==> config.mk <==
export PLATFORM = sky130hd
export DESIGN_NAME = pio_serial_out
export DESIGN_NICKNAME = d
export VERILOG_FILES = /design/src/rtl/pio_serial_out.sv
export SDC_FILE = /design/constraint.sdc
export NUM_CORES = 1
export LEC_CHECK = 0
export CORE_ASPECT_RATIO = 0.7
export CORE_MARGIN = 4
export CORE_UTILIZATION = 60
export CTS_CLUSTER_DIAMETER = 80
export DETAILED_ROUTE_END_ITERATION = 7
export PLACE_DENSITY = 0.88
export SLEW_MARGIN = 25
export SYNTH_ARGS = -nofsm -noshare
export SYNTH_HDL_FRONTEND = slang
export SYNTH_SLANG_ARGS = --single-unit
==> constraint.sdc <==
create_clock -name clk -period 5.3 [get_ports clk]
set_input_delay 0.53 -clock clk [delete_from_list [all_inputs] [get_ports clk]]
set_output_delay 0.53 -clock clk [all_outputs]
set_load 0.005 [all_outputs]
==> src/rtl/pio_serial_out.sv <==
`default_nettype none
// ============================================================================
// Module   : pio_serial_out
// Purpose  : Serial output stage for an Avalon-MM output PIO. Whenever the
//            parallel PIO value changes (or a resend is requested), the value
//            is captured and shifted out MSB-first on a clock/data/latch
//            three-wire link, followed by a latch strobe.
// Ports    : clk          - system clock (rising edge)
//            reset        - asynchronous, active-high reset
//            pio_in       - parallel value from the PIO out_port (DATA_W)
//            resend       - single-cycle pulse, retransmit last-sent value
//            ser_clk      - serial clock, data stable while high
//            ser_data     - serial data, MSB first
//            ser_latch    - latch strobe, CLK_DIV cycles after last bit
//            busy         - frame in progress
//            frame_count  - completed frames, wraps at 16 bits
// Options  : define PIO_SERIAL_OUT_PARITY_EN to append an even-parity bit
//            (XOR of the payload) after the LSB of every frame.
// Revision : 1.0 - initial release
// ============================================================================
module pio_serial_out #(
   parameter int DATA_W  = 11,
   parameter int CLK_DIV = 4
) (
   input  logic              clk,
   input  logic              reset,
   input  logic [DATA_W-1:0] pio_in,
   input  logic              resend,
   output logic              ser_clk,
   output logic              ser_data,
   output logic              ser_latch,
   output logic              busy,
   output logic [15:0]       frame_count
);

`ifdef PIO_SERIAL_OUT_PARITY_EN
   localparam int FRAME_W = DATA_W + 1;
`else
   localparam int FRAME_W = DATA_W;
`endif
   localparam int              BIT_W      = (FRAME_W > 1) ? $clog2(FRAME_W) : 1;
   localparam logic [BIT_W-1:0] c_BIT_LAST = BIT_W'(FRAME_W - 1);
   localparam logic [7:0]       c_DIV_LAST = 8'(CLK_DIV - 1);

   typedef enum logic [1:0] {
      S_IDLE  = 2'd0,
      S_SHIFT = 2'd1,
      S_LATCH = 2'd2
   } state_t;

   state_t              r_state,       w_state_nxt;
   logic [DATA_W-1:0]   r_last_sent,   w_last_sent_nxt;
   logic [FRAME_W-1:0]  r_shreg,       w_shreg_nxt;
   logic [BIT_W-1:0]    r_bit_cnt,     w_bit_cnt_nxt;
   logic [7:0]          r_div_cnt,     w_div_cnt_nxt;
   logic                r_phase,       w_phase_nxt;
   logic                r_latch,       w_latch_nxt;
   logic                r_busy,        w_busy_nxt;
   logic [15:0]         r_frame_count, w_frame_count_nxt;

   logic [FRAME_W-1:0]  w_frame;
   logic                w_trigger;

`ifdef PIO_SERIAL_OUT_PARITY_EN
   assign w_frame = {pio_in, ^pio_in};
`else
   assign w_frame = pio_in;
`endif

   // A resend and a value change in the same cycle collapse into one frame.
   assign w_trigger = (pio_in != r_last_sent) || resend;

   // ser_data is the shift-register MSB. Zero-fill shifting leaves the
   // register empty after the final bit, so data is 0 in LATCH and IDLE
   // without extra gating.
   assign ser_clk     = r_phase;
   assign ser_data    = r_shreg[FRAME_W-1];
   assign ser_latch   = r_latch;
   assign busy        = r_busy;
   assign frame_count = r_frame_count;

   always_ff @(posedge clk or posedge reset) begin
      if (reset) begin
         r_state       <= S_IDLE;
         r_last_sent   <= '0;
         r_shreg       <= '0;
         r_bit_cnt     <= '0;
         r_div_cnt     <= '0;
         r_phase       <= 1'b0;
         r_latch       <= 1'b0;
         r_busy        <= 1'b0;
         r_frame_count <= '0;
      end else begin
         r_state       <= w_state_nxt;
         r_last_sent   <= w_last_sent_nxt;
         r_shreg       <= w_shreg_nxt;
         r_bit_cnt     <= w_bit_cnt_nxt;
         r_div_cnt     <= w_div_cnt_nxt;
         r_phase       <= w_phase_nxt;
         r_latch       <= w_latch_nxt;
         r_busy        <= w_busy_nxt;
         r_frame_count <= w_frame_count_nxt;
      end
   end

   always_comb begin
      w_state_nxt       = r_state;
      w_last_sent_nxt   = r_last_sent;
      w_shreg_nxt       = r_shreg;
      w_bit_cnt_nxt     = r_bit_cnt;
      w_div_cnt_nxt     = r_div_cnt;
      w_phase_nxt       = r_phase;
      w_latch_nxt       = r_latch;
      w_busy_nxt        = r_busy;
      w_frame_count_nxt = r_frame_count;

      case (r_state)
         S_IDLE: begin
            if (w_trigger) begin
               w_state_nxt     = S_SHIFT;
               w_shreg_nxt     = w_frame;
               w_last_sent_nxt = pio_in;
               w_bit_cnt_nxt   = '0;
               w_div_cnt_nxt   = '0;
               w_phase_nxt     = 1'b0;
               w_busy_nxt      = 1'b1;
            end
         end

         S_SHIFT: begin
            if (r_div_cnt == c_DIV_LAST) begin
               w_div_cnt_nxt = '0;
               if (!r_phase) begin
                  w_phase_nxt = 1'b1;
               end else begin
                  // End of a bit: drop the clock and present the next bit.
                  w_phase_nxt = 1'b0;
                  w_shreg_nxt = {r_shreg[FRAME_W-2:0], 1'b0};
                  if (r_bit_cnt == c_BIT_LAST) begin
                     w_state_nxt = S_LATCH;
                     w_latch_nxt = 1'b1;
                  end else begin
                     w_bit_cnt_nxt = r_bit_cnt + 1'b1;
                  end
               end
            end else begin
               w_div_cnt_nxt = r_div_cnt + 8'd1;
            end
         end

         S_LATCH: begin
            if (r_div_cnt == c_DIV_LAST) begin
               w_div_cnt_nxt     = '0;
               w_state_nxt       = S_IDLE;
               w_latch_nxt       = 1'b0;
               w_busy_nxt        = 1'b0;
               w_frame_count_nxt = r_frame_count + 16'd1;
            end else begin
               w_div_cnt_nxt = r_div_cnt + 8'd1;
            end
         end

         default: begin
            w_state_nxt = S_IDLE;
            w_phase_nxt = 1'b0;
            w_latch_nxt = 1'b0;
            w_busy_nxt  = 1'b0;
         end
      endcase
   end

endmodule
`default_nettype wire

==> summary.md, run 1 <==
| Metric | Value |
|---|---|
| Status | `finished clean` |
| Setup TNS | `0 ns` |
| DP Cell Count | `372` |
| Wirelength, routed | `6.14 mm` |
| Cts hold-fix bufs | `0` |
| Hold path start | `frame_count[15]` |
| Initial core utilization | `0.620` |
| Most common cell after layout, fill and taps aside | `dfrtp_1` |
| Ys Warns | `0` |
| DR WL/cell | `approximately 16 um` |
| Gpl congestion | `0.875` |
| WHS Path Cells | `1` |
| #FFs+latches synth | `55` |
| Die width | `91.8 um` |
| Router iterations before antenna repair | `4` |
| Setup crit end kind | `flip-flop` |
| Area share of the largest cell type after synthesis | `0.467` |
| Hold_ws | `0.487 ns` |
| Yosys cell types | `a little over 50` |
| Antenna diode count | `0` |
| Maximum clock insertion buffer count | `2` |
| Die Y-Extent | `66.7 um` |
| Post-DR vias/cell | `5.92` |
| HPWL Detailed | `4.34 mm` |
| Syn_nets | `301` |
| Place WS | `~2.4 ns` |
| Multi-input logic area | `between 0.001 and 0.0015 mm2` |
| Worst-Margin Slew | `0.766 ns` |
| Min Tclk post-route | `2.68 ns` |
| Crit start category | `input pin` |
| Max Fclk | `373 MHz` |
| Iter 0 DRT Violations | `155` |
| RR Startpoint | `r_last_sent[0]` |
| Max Slew Vio Count | `0` |
| PnR worst setup slack | `2.62 ns` |
| Slew Limit Headroom | `0.489` |
| WP data arrival | `2.87 ns` |
| DP Area | `between 0.003 and 0.004 mm2` |
| Fillers | `between 300 and 400` |
| Register clock-pin slew on the reported worst setup and hold paths | `roughly 0.090 ns` |
| Endpoints failing hold | `0` |
| Hold EP | `frame_count[15]` |
| Ports | `34` |
| Clk_lat worst skew | `~0.31 ns` |
| # nets final | `about 330` |
| H-tree levels | `2` |
| Worst Skew | `about 0.0089 ns` |
| TritonCTS clock tree | `yes` |
| Die Area | `0.00612 mm2` |
| Post-route cell area | `0.00341 mm2` |
| Gr usage total | `0.218` |
| Syn_area_per_cell | `10.5 um2` |
| Post CTS Setup Buffer Count | `0` |
| Yosys top cell by area | `dfrtp_1` |
| Synth Cell Area | `between 0.002 and 0.003 mm2` |
| Power per cell area | `516 mW/mm2` |
| Reg area | `roughly 0.0014 mm2` |
| Grt ovf | `0` |
| Peak supply drop | `0.346 mV` |
| Root buffer cell | `clkbuf_8` |
| Cells after Synth | `280` |
| First-pass GRT wire length | `around 11 mm` |
| Sequential area share after synthesis | `0.467` |
| TritonCTS Buffers | `5` |
| Antenna Nets Post-Route | `0` |
| DRC violations left | `0` |
| Post-route insts no fill | `380` |
| Final setup fails | `0` |
| Layout cells sized above 1 | `0.109` |
| Min-Delay Path Class | `reg2reg` |
| FP Rows | `21` |
| Core region area | `between 0.004 and 0.005 mm2` |
| CTS sink cnt | `55` |
| Period utilisation layout | `0.506` |
| FF-to-FF path depth | `5` |
| Critical path required time | `approximately 5.5 ns` |
| Cts repair resizes | `0` |
| Antenna violations before repair | `0` |
| Ranking of synthesized cells by area | `dfrtp_1, xor2_1, mux2_2` |
| Vias post-DR | `2249` |
| Number of global-route vias before repair | `2201` |
| RSZ-0062 raised after global routing | `no` |
| IO buf count | `33` |
| Max_cap viols | `0` |
| Area Overhead vs Synth | `15.5%` |
| R2R setup slack | `2.94 ns` |
| Critical path class | `in2reg` |
| Critical Path Fanout Max | `24` |
| Reg-to-Reg End | `r_bit_cnt[2]` |
| Leak | `1.46 nW` |
| Commonest cells after routing, fill and taps aside | `dfrtp_1, clkdlybuf4s50_1, o21ai_0` |
| Pin count of the biggest net entering global routing | `56` |
==> routing by layer <==
layer  GRT usage  vias to the layer above  wire length (um)  share of wire
met4      0.0704                        0                76          0.012
met2       0.323                       72              2750           0.45
met3      0.0451                       12               341          0.056
li1            -                     1077                 -              -
met1       0.320                     1088              2970           0.48
met5           0                        -                 0              0
==> layout make-up <==
| cell class | count | area share |
|---|---|---|
| Clock inverter | 1 | 0.00147 |
| Inverter | 6 | 0.00661 |
| Tap cell | 69 | 0.0253 |
| Multi-Input combinational cell | 207 | 0.439 |
| Sequential cell | 55 | 0.404 |
| Clock buffer | 7 | 0.0224 |
| Timing Repair Buffer | 35 | 0.101 |
==> cell families (layout without fill, tap and decap cells) <==
family,Yosys count,after routing,share of synthesized area
DFF,55,55,0.467
xor gates and xnor gates,26,26,0.0772
and+or+nand+nor,87,87,0.173
AOI/OAI and AO/OA,60,60,0.129
muxes,27,27,0.0976
buffers and inverters,18,49,0.0272
adders and majority gates,7,7,0.0297
==> how the worst max path moves through the flow <==
stage,from,endpoint,slack (ns),cells after the start
after floorplan,r_div_cnt[0],r_state[1],3.36,6
after global placement,pio_in[5],r_state[1],2.42,6
after detailed placement,pio_in[7],r_bit_cnt[2],2.36,6
after CTS,pio_in[7],r_bit_cnt[2],2.66,6
after global routing,pio_in[7],r_bit_cnt[2],2.54,6
final,pio_in[7],r_bit_cnt[2],2.62,6
==> flip-flops by register name (all words and copies together) (netlist names) <==
name / count
frame_count: 16
ser_clk: 1
ser_latch: 1
r_bit_cnt: 4
r_state: 2
r_shreg: 11
r_div_cnt: 8
busy: 1
r_last_sent: 11
==> synth_stat cells, drive strengths merged <==
cell / number
xor2: 17
or3: 1
nand2: 16
and4: 4
nor2b: 5
and2: 2
mux2i: 13
clkinv: 1
clkbuf: 7
and3b: 1
o211ai: 3
a21o: 2
a22oi: 1
or2: 4
buf: 5
a21oi: 6
o22a: 1
or3b: 3
a221o: 2
o311ai: 1
nor4b: 1
dfrtp: 55
inv: 5
nand3: 15
a211oi: 1
nor2: 12
nor3: 4
o41ai: 1
and3: 3
nand4: 8
o21a: 1
a22o: 3
nor4: 4
o41a: 1
nand2b: 2
o2bb2ai: 1
mux2: 14
a2bb2oi: 1
xnor2: 9
o22ai: 2
ha: 7
or4b: 2
o21ai: 33
==> critical path: stages <==
cell and delay (ns):
clkdlybuf4s50_1 0.46, xor2_1 0.18, nor4_1 0.42, and4_1 0.78, nor2_1 0.14, mux2_1 0.35
==> report_power, final <==
| part | total, mW | internal [mW] | switching (mW) |
|---|---|---|---|
| Combinational | 0.857 | 0.387 | 0.470 |
| Sequential | 0.679 | 0.562 | 0.117 |
| Clock | 0.222 | 0.0931 | 0.129 |
==> metrics by stage <==
step | util | power [mW]
floorplan | - | 1.30
global placement | 0.699 | 1.48
detailed placement | 0.699 | 1.53
CTS | 0.716 | 1.75
global route | 0.716 | 1.89
finish | 0.716 | 1.76
Power figures use the tool's default switching activity.
==> run 2: changes to the inputs <==
- CORE_UTILIZATION: 60 -> 50
- PLACE_DENSITY: 0.88 -> 0.78
- clock period: 5.3 -> 2.3 ns (I/O delays scaled with it)
==> summary.md, run 2 (synthesized netlist as in run 1, its figures left out) <==
| Metric | Value |
|---|---|
| Die Area | `0.00721 mm2 (+18%)` |
| First-pass GRT wire length | `10.9 mm (+3.5%)` |
| NetSw | `1.66 mW (+130%)` |
| Max reg flops | `16 (unchanged)` |
| Place WS | `0.0879 ns (-2.27 ns)` |
| DRC violations left | `0 (unchanged)` |
| Die Y-Extent | `72.3 um (+8.4%)` |
| Gpl congestion | `0.831 (-5.0%)` |
| Min Tclk post-route | `2.10 ns` |
| Peak supply drop | `0.690 mV (+99%)` |
| TritonCTS Buffers | `5 (unchanged)` |
| Core region area | `0.00573 mm2 (+20%)` |
| RSZ-0062 raised after global routing | `no` |
| Grt ovf | `0 (unchanged)` |
| Hold_ws | `0.285 ns (-0.202 ns)` |
| PnR worst setup slack | `0.201 ns (-2.42 ns)` |
| Critical path required time | `2.51 ns (-2.98 ns)` |
| Fillers | `469 (+36%)` |
| DP Cell Count | `391 (+5.1%)` |
| Die width | `99.8 um (+8.7%)` |
| Max Fclk | `477 MHz` |
| Worst Skew | `0.0124 ns (+0.00348 ns)` |
| # nets final | `345 (+4.2%)` |
| Period utilisation layout | `0.912` |
| Max Slew Vio Count | `0 (unchanged)` |
| HPWL Detailed | `4.57 mm (+5.3%)` |
| Clock network fraction of design power | `0.142 (+0.016)` |
| Post-DR vias/cell | `5.69 (-3.9%)` |
| Pin count of the biggest net entering global routing | `27 (-52%)` |
| Worst-Margin Slew | `0.584 ns (-0.182 ns)` |
| Antenna violations before repair | `0 (unchanged)` |
| Root buffer cell | `clkbuf_8` |
| Final total power | `4.19 mW (+140%)` |
| Internal power | `2.53 mW (+140%)` |
| Router iterations before antenna repair | `6 (+2)` |
| Crit start category | `flip-flop` |
| Register clock-pin slew on the reported worst setup and hold paths | `0.11 ns (+0.02 ns)` |
| Status | `finished clean` |
| IO buf count | `33 (unchanged)` |
| Post-route cell area | `0.00355 mm2 (+4.2%)` |
| Share of power burned in registers | `0.372 (-0.014)` |
| Switch share | `0.397 (-0.0105)` |
| WP data arrival | `2.31 ns (-0.56 ns)` |
| Setup crit end kind | `flip-flop` |
| Gr usage total | `0.189 (-0.0286)` |
| Multi-input logic area | `0.00149 mm2 (-0.17%)` |
| Area Overhead vs Synth | `20.4%` |
| Reg area | `0.00138 mm2 (unchanged)` |
| Maximum clock insertion buffer count | `2 (unchanged)` |
| FP Rows | `23 (+9.5%)` |
| Clk_lat worst skew | `0.32 ns (about the same)` |
| Leak | `1.54 nW (+5.9%)` |
| Initial core utilization | `0.515 (-0.105)` |
| CTS sink cnt | `55 (unchanged)` |
| Critical path class | `reg2reg` |
| Min-Delay Path Class | `in2async` |
| Commonest cells after routing, fill and taps aside | `dfrtp_1, clkdlybuf4s50_1, o21ai_0` |
| Antenna Nets Post-Route | `0 (unchanged)` |
| Wirelength, routed | `6.14 mm (about the same)` |
| Iter 0 DRT Violations | `110 (-29%)` |
| Antenna diode count | `0 (unchanged)` |
| Vias post-DR | `2274 (+1.1%)` |
| H-tree levels | `2 (unchanged)` |
| Layout cells sized above 1 | `0.151 (+0.0414)` |
| Max_cap viols | `0 (unchanged)` |
| Setup TNS | `0 ns (unchanged)` |
| Cts repair resizes | `0 (unchanged)` |
| Power per cell area | `1180 mW/mm2 (+130%)` |
| Critical Path Fanout Max | `5 (-79%)` |
| R2R setup slack | `0.20 ns (-2.74 ns)` |
| DP Area | `0.00344 mm2 (+3.5%)` |
| Number of global-route vias before repair | `2282 (+3.7%)` |
| Post-route insts no fill | `400 (+5.3%)` |
| DR WL/cell | `15.3 um (-5.1%)` |
| Most common cell after layout, fill and taps aside | `dfrtp_1` |
| Ports | `34 (unchanged)` |
| Combinational power share | `0.487 (about the same)` |
| Final setup fails | `0 (unchanged)` |
| Slew Limit Headroom | `0.610 (+0.121)` |
| Post-layout util | `0.620 (-0.0963)` |
| TritonCTS clock tree | `yes` |
| Endpoints failing hold | `0 (unchanged)` |
-- run 2: changes by cell type in the layout (fill, tap and decap cells not counted) --
cell,delta
buf_12,+1
clkbuf_8,+1
ha_2,-1
clkbuf_1,-2
ha_1,+1
inv_8,+1
clkinv_2,-1
buf_4,+13
clkinv_4,+1
-- run 2: metal layers --
metal  GRT usage  share of wire  routed length, um  up-vias
met4      0.0606          0.012                 73        0
li1            -              -                  -     1114
met3      0.0384          0.042                258        7
met5           0              0                  0        -
met2       0.289           0.45               2770       44
met1       0.272           0.50               3040     1109
-- run 2: final cells by class --
cell class                      instances  share of cell area
Clock buffer                            6              0.0233
Timing Repair Buffer                   49               0.130
Tap cell                               75              0.0264
Inverter                                6             0.00634
Clock inverter                          2             0.00564
Multi-Input combinational cell        207               0.420
Sequential cell                        55               0.388
-- run 2: power by group through the flow --
stage               Clock (mW)  Sequential (mW)  Combinational (mW)
floorplan                    0             1.51                1.49
global placement             0             1.56                1.98
detailed placement           0             1.57                2.03
CTS                      0.615             1.55                2.04
global route             0.656             1.60                2.29
finish                   0.594             1.56                2.04
-- run 2: final timing paths --
path,from,to,cells past startpoint
worst max-delay path,r_div_cnt[0],r_bit_cnt[2],6
worst min-delay path,reset,frame_count[8],2
worst max register to register,r_div_cnt[0],r_bit_cnt[2],6
worst min register to register,frame_count[15],frame_count[15],1
max in group asynchronous,reset,r_div_cnt[1],3
min in group clk,frame_count[15],frame_count[15],1
-- run 2: repair_timing --
item                       in CTS  in global routing
buffers inserted                0                  1
hold buffers                    0                  0
setup endpoints to repair       0                  3
-- run 2: worst max-delay path, cell delays in order, from the launching register on --
cell	delay [ns]
dfrtp_1	0.43
ha_1	0.26
or4b_4	0.52
nor2_2	0.24
nand3_1	0.12
mux2i_1	0.13
mux2_1	0.29
